$ cat config.mk
export PLATFORM = sky130hd
export DESIGN_NAME = freq_gate_counter
export DESIGN_NICKNAME = d
export VERILOG_FILES = /design/src/rtl/freq_gate_counter.sv
export SDC_FILE = /design/constraint.sdc
export NUM_CORES = 1
export LEC_CHECK = 0
export BUFFER_PORTS_ARGS = -buffer_cell sky130_fd_sc_hd__buf_2
export CAP_MARGIN = 20
export CELL_PAD_IN_SITES_DETAIL_PLACEMENT = 2
export CELL_PAD_IN_SITES_GLOBAL_PLACEMENT = 2
export CORE_MARGIN = 5
export CORE_UTILIZATION = 42
export CTS_CLUSTER_DIAMETER = 60
export DETAILED_ROUTE_END_ITERATION = 7
export PLACE_DENSITY_LB_ADDON = 0.1
export SLEW_MARGIN = 10
export SYNTH_ARGS = -nofsm -noshare
export SYNTH_HDL_FRONTEND = slang
export SYNTH_SLANG_ARGS = --single-unit
$ cat constraint.sdc
create_clock -name CLOCK -period 3.42 [get_ports CLOCK]
set_input_delay 0.342 -clock CLOCK [delete_from_list [all_inputs] [get_ports CLOCK]]
set_output_delay 0.342 -clock CLOCK [all_outputs]
set_load 0.03 [all_outputs]
$ cat src/rtl/freq_gate_counter.sv
// Counts rising edges of an asynchronous input over back-to-back windows of CLKS_PER_GATE clocks.
// Latency: an input rise is counted 3 clocks later; results are published one clock after a window's last cycle.
// Backpressure: none; the consumer must take count_out/ovf in the cycle valid pulses.
//
// Optional build macro: FREQ_GATE_SAT_EN
//   defined   -> the edge counter saturates at all-ones on overflow
//   undefined -> the edge counter wraps modulo 2^COUNT_W
//   ovf is reported identically in both builds.
//
// Ports:
//   CLOCK     in   system clock, rising edge
//   clr       in   asynchronous active-high reset
//   enable    in   run request; low idles the block and discards a partial window
//   sig_in    in   asynchronous signal to measure
//   count_out out  edge count of the last completed window
//   ovf       out  last completed window saw more than 2^COUNT_W-1 edges
//   valid     out  one-cycle pulse when count_out/ovf update
module freq_gate_counter #(
    parameter int CLKS_PER_GATE = 50000000,
    parameter int COUNT_W       = 16
) (
    input  logic               CLOCK,
    input  logic               clr,
    input  logic               enable,
    input  logic               sig_in,
    output logic [COUNT_W-1:0] count_out,
    output logic               ovf,
    output logic               valid
);

    localparam int                 GATE_W    = $clog2(CLKS_PER_GATE);
    localparam logic [GATE_W-1:0]  GATE_LAST = GATE_W'(CLKS_PER_GATE - 1);
    localparam logic [COUNT_W-1:0] CNT_MAX   = '1;

    typedef enum logic {
        IDLE = 1'b0,
        GATE = 1'b1
    } state_t;

    state_t             state_q, state_d;
    logic               sync1_q, sync2_q, sync3_q;
    logic [GATE_W-1:0]  gate_cnt_q, gate_cnt_d;
    logic [COUNT_W-1:0] edge_cnt_q, edge_cnt_d;
    logic               sticky_q, sticky_d;
    logic [COUNT_W-1:0] count_q, count_d;
    logic               ovf_q, ovf_d;
    logic               valid_q, valid_d;

    logic               edge_det;
    logic               edge_at_max;
    logic               terminal;
    logic [COUNT_W-1:0] edge_cnt_inc;

    // Two flops resolve metastability; the third gives the previous
    // synchronized level so a rise is seen for exactly one cycle.
    always_ff @(posedge CLOCK or posedge clr) begin
        if (clr) begin
            sync1_q <= 1'b0;
            sync2_q <= 1'b0;
            sync3_q <= 1'b0;
        end else begin
            sync1_q <= sig_in;
            sync2_q <= sync1_q;
            sync3_q <= sync2_q;
        end
    end

    assign edge_det    = sync2_q & ~sync3_q;
    assign edge_at_max = edge_det & (edge_cnt_q == CNT_MAX);
    assign terminal    = (gate_cnt_q == GATE_LAST);

`ifdef FREQ_GATE_SAT_EN
    assign edge_cnt_inc = (edge_cnt_q == CNT_MAX) ? CNT_MAX : edge_cnt_q + COUNT_W'(1);
`else
    assign edge_cnt_inc = edge_cnt_q + COUNT_W'(1);
`endif

    always_comb begin
        state_d    = state_q;
        gate_cnt_d = gate_cnt_q;
        edge_cnt_d = edge_cnt_q;
        sticky_d   = sticky_q;
        count_d    = count_q;
        ovf_d      = ovf_q;
        valid_d    = 1'b0;

        case (state_q)
            IDLE: begin
                gate_cnt_d = '0;
                edge_cnt_d = '0;
                sticky_d   = 1'b0;
                if (enable) begin
                    state_d = GATE;
                end
            end
            GATE: begin
                if (terminal) begin
                    // The edge arriving in the last cycle still belongs to
                    // this window, so it is folded into the published count.
                    count_d    = edge_det ? edge_cnt_inc : edge_cnt_q;
                    ovf_d      = sticky_q | edge_at_max;
                    valid_d    = 1'b1;
                    gate_cnt_d = '0;
                    edge_cnt_d = '0;
                    sticky_d   = 1'b0;
                    // A window that reaches its last cycle always publishes,
                    // even if enable drops in that same cycle.
                    if (!enable) begin
                        state_d = IDLE;
                    end
                end else if (!enable) begin
                    state_d    = IDLE;
                    gate_cnt_d = '0;
                    edge_cnt_d = '0;
                    sticky_d   = 1'b0;
                end else begin
                    gate_cnt_d = gate_cnt_q + GATE_W'(1);
                    if (edge_det) begin
                        edge_cnt_d = edge_cnt_inc;
                        if (edge_at_max) begin
                            sticky_d = 1'b1;
                        end
                    end
                end
            end
            default: begin
                state_d = IDLE;
            end
        endcase
    end

    always_ff @(posedge CLOCK or posedge clr) begin
        if (clr) begin
            state_q    <= IDLE;
            gate_cnt_q <= '0;
            edge_cnt_q <= '0;
            sticky_q   <= 1'b0;
            count_q    <= '0;
            ovf_q      <= 1'b0;
            valid_q    <= 1'b0;
        end else begin
            state_q    <= state_d;
            gate_cnt_q <= gate_cnt_d;
            edge_cnt_q <= edge_cnt_d;
            sticky_q   <= sticky_d;
            count_q    <= count_d;
            ovf_q      <= ovf_d;
            valid_q    <= valid_d;
        end
    end

    assign count_out = count_q;
    assign ovf       = ovf_q;
    assign valid     = valid_q;

endmodule

==> impl_metrics.json <==
{
  "status": "completed",
  "synthMostInstantiatedCell": "nor2_1",
  "timing.setup.tns_ns": 0,
  "vias_per_cell": 5.27,
  "synth_compound_gate_area_share": 0.0521,
  "gp_congestion": 0.753,
  "adder_cell_share_of_the_synthesized_area": 0.00847,
  "filler_cell_count": 742,
  "synth_async_sr_flop_share": 1.00,
  "slew_viol_final": 0,
  "cts_buf_count": 9,
  "max_fanout_on_critical_path": 35,
  "detailedRoute.firstIterationViolations": 29,
  "critPathArrivalTime_ns": 2.33,
  "synthSimpleGateAreaFrac": 0.247,
  "cp_cell_sequence": "nor4b_1 > nand4_1 > nor3_4 > buf_4 > nor2_1 > a21oi_1",
  "dp_slack_ns": 1.38,
  "cts.htree.levels": 3,
  "count_of_cell_instances_traversed_by_the_critical_path": 6,
  "first_global_vias": 2464,
  "synth-edff-count": 0,
  "post_synth_inst_count": 282,
  "synth_cell_type_count": 34,
  "clock_sinks": 65,
  "io_buffers": 21,
  "multi_input_area_sq_um": 1260,
  "post-dp-hpwl_mm": 5.07,
  "timing.fmax_mhz": 485,
  "clock_tree.root_cell": "clkbuf_8",
  "netlist_top_cells_area": "dfrtp_1, nor2_1, xor2_1",
  "initial_antenna_violation_count": 0,
  "post_cts.resized_instances": 0,
  "first_pass_grt_wire_length_mm": 12.3,
  "post_synth_most_frequent_cells": "nor2_1, dfrtp_1, xor2_1, nand4_1, nand2_1",
  "mappedNetlistArea_sq_um": 2950,
  "coreArea_sq_um": 6830,
  "share_of_synthesized_area_occupied_by_flip_flops_and_latches": 0.551,
  "final-instance-count-excl-fill": 411,
  "start_util": 0.432,
  "pwr_density_cell_nw_per_um2": 439,
  "worst_margin_pin_slew_ns": 0.740,
  "crit_buf_inv": 1,
  "final_skew_ns": 0.00604,
  "grt_start_max_net_pins": 36,
  "max-clock-path-buffers": 2,
  "yosys_most_used_dff": "dfrtp_1",
  "crit_path_max_incr_delay_ns": 0.45,
  "synthXorXnorAreaFrac": 0.110,
  "crit_type": "flip-flop to flip-flop",
  "route.antenna.remaining_nets": 0,
  "dieWidth_um": 93.9,
  "worst_skew_pair.late_latency_ns": 0.35,
  "synth_top_family_by_area": "simple AND/OR/NAND/NOR gates",
  "synth.largest_area_cell": "dfrtp_1",
  "critical_path.startpoint_type": "flip-flop",
  "reg2regPathDepth": 6,
  "die_area_sq_um": 8810,
  "globalRoute.totalOverflow": 0,
  "ff2ff_setup_slack_ns": 1.36,
  "fin_ws_ns": 1.36,
  "final_core_utilization": 0.490,
  "slew-limit-headroom": 0.502,
  "layout_min_cycle_time_ns": 2.06,
  "numPlacedInstances": 395,
  "drc_errors": 0,
  "post_cts_hold_buffer_count": 0,
  "io-pin-count": 22,
  "static-leakage-power_nw": 1.48,
  "rsz_0062_raised_after_global_routing": "false",
  "share_of_cells_above_drive_strength_1": 0.194,
  "syn_avg_cell_area_sq_um": 10.5,
  "path_delay_family": "simple AND/OR/NAND/NOR gates",
  "detailedRoute.firstPassIterationCount": 4,
  "timing.critical_path.slowest_stage_cell": "dfrtp_1",
  "synth_largest_type_area_fraction": 0.551,
  "cp-end-kind": "flip-flop",
  "setup_violation_total_in_the_final_timing_report": 0,
  "worst_r2r_startpoint": "gate_cnt_q[7]",
  "route.final.wire_length_mm": 7.15,
  "track_usage": 0.183,
  "cap_violations": 0,
  "synthesis.yosys.warnings": 0,
  "clkSlewWorstSetupHoldPaths_ns": 0.07,
  "muxShareOfSynthArea": 0.00720,
  "num_rows": 30,
  "finalHoldViolCount": 0,
  "design.final.nets": 316,
  "via_count": 2165,
  "final.period_utilization": 0.603,
  "register_area_sq_um": 1630,
  "ys_ff_latch": 65,
  "req_time_crit_path_ns": 3.68,
  "area.growth.synth_to_final_pct": 13.4,
  "maximum_ir_drop_on_the_vdd_rail_mv": 0.163,
  "worst_hold_path_type": "input port to async pin",
  "tritoncts": "done",
  "chipHeight_um": 93.9,
  "regToRegEndpoint": "count_out[7]",
  "count_of_buffers_added_by_post_cts_timing_repair_for_setup": 0,
  "routedWlPerCell_um": 17.4,
  "syn_nets": 288,
  "antenna-diode-count": 0
}
## cells by family after synthesis
logic type / count (synthesis)
adder cells (fa/ha/maj): 2
AO/OA/AOI/OAI: 21
flip-flops: 65
multiplexers: 2
AND/OR/NAND/NOR: 143
XOR/XNOR: 37
buffers and inverters: 12
## placed cells by master (no fill, tap or decap), types with 2 or more instances in the layout
cell        synthesis  routed
nand2b_1            2       2
and3_1              5       5
buf_4               0       4
clkinv_2            0       2
nand2_1            18      18
o21ai_0             2       2
inv_1               4       3
nand4_1            20      20
a21oi_2            12      12
nor3_1              3       3
nor2_1             68      68
clkbuf_8            0      10
clkinvlp_4          0       2
nand3_1             9       9
and4b_1             2       2
and4_1              2       2
buf_2               5      21
dfrtp_1            65      65
nor4_1              3       3
ha_1                2       2
xnor2_1             9       9
xor2_1             28      28
and2_1              2       2
a21oi_1             5       5
## layout make-up
type,instances,share of cell area
flip-flops and latches,65,0.485
repair buffers,25,0.0403
clock inverters,5,0.0164
inverters,4,0.00448
clock buffers,11,0.0422
well taps,96,0.0358
multi-input cells,205,0.375
## worst register-to-register path, delay by kind of cell, from the launching register on
family,cells,cell delay [ns]
simple gates,4,0.98
flops,1,0.45
buf+inv,1,0.39
compound gates,1,0.17
## worst max-delay path by stage
| stage | startpoint | end | slack, ns |
|---|---|---|---|
| after CTS | gate_cnt_q[7] | count_out[7] | 1.33 |
| after floorplan | clr | count_out[0] | 1.45 |
| final | gate_cnt_q[7] | count_out[7] | 1.36 |
| after global routing | gate_cnt_q[7] | count_out[7] | 1.18 |
| after global placement | gate_cnt_q[7] | count_out[15] | 1.49 |
| after detailed placement | gate_cnt_q[0] | count_out[7] | 1.38 |
## state kept, by name, indices dropped and copies added (netlist names)
register	flops
sync2_q	1
sync3_q	1
state_q	1
valid	1
sync1_q	1
sticky_q	1
ovf	1
count_out	16
edge_cnt_q	16
gate_cnt_q	26
## per-layer routing
layer | vias up | GRT usage | wire (um)
li1 | 1014 | - | -
met1 | 1108 | 0.205 | 2990
met2 | 29 | 0.331 | 3800
met3 | 14 | 0.0369 | 203
met4 | 0 | 0.0830 | 148
met5 | - | 0 | 0
## power breakdown
| part | total (W) | internal [W] | leakage [nW] | switching (W) |
|---|---|---|---|---|
| Sequential | 0.000776 | 0.000772 | 0.898 | 0.00000415 |
| Combinational | 0.0000355 | 0.00000705 | 0.487 | 0.0000285 |
| Clock | 0.000659 | 0.000354 | 0.0953 | 0.000304 |
## through the flow
| stage | hold WS, ns | total power (W) | cell area (sq um) |
|---|---|---|---|
| 4_1_cts | 0.0881 | 0.00150 | 3350 |
| 3_3_place_gp | 0.332 | 0.000827 | 3150 |
| 6_report | 0.104 | 0.00147 | 3350 |
| 2_1_floorplan | 0.331 | 0.000814 | 2950 |
| 5_1_grt | 0.0883 | 0.00154 | 3350 |
| 3_5_place_dp | 0.342 | 0.000829 | 3150 |
(Power assumes the default switching activity.)
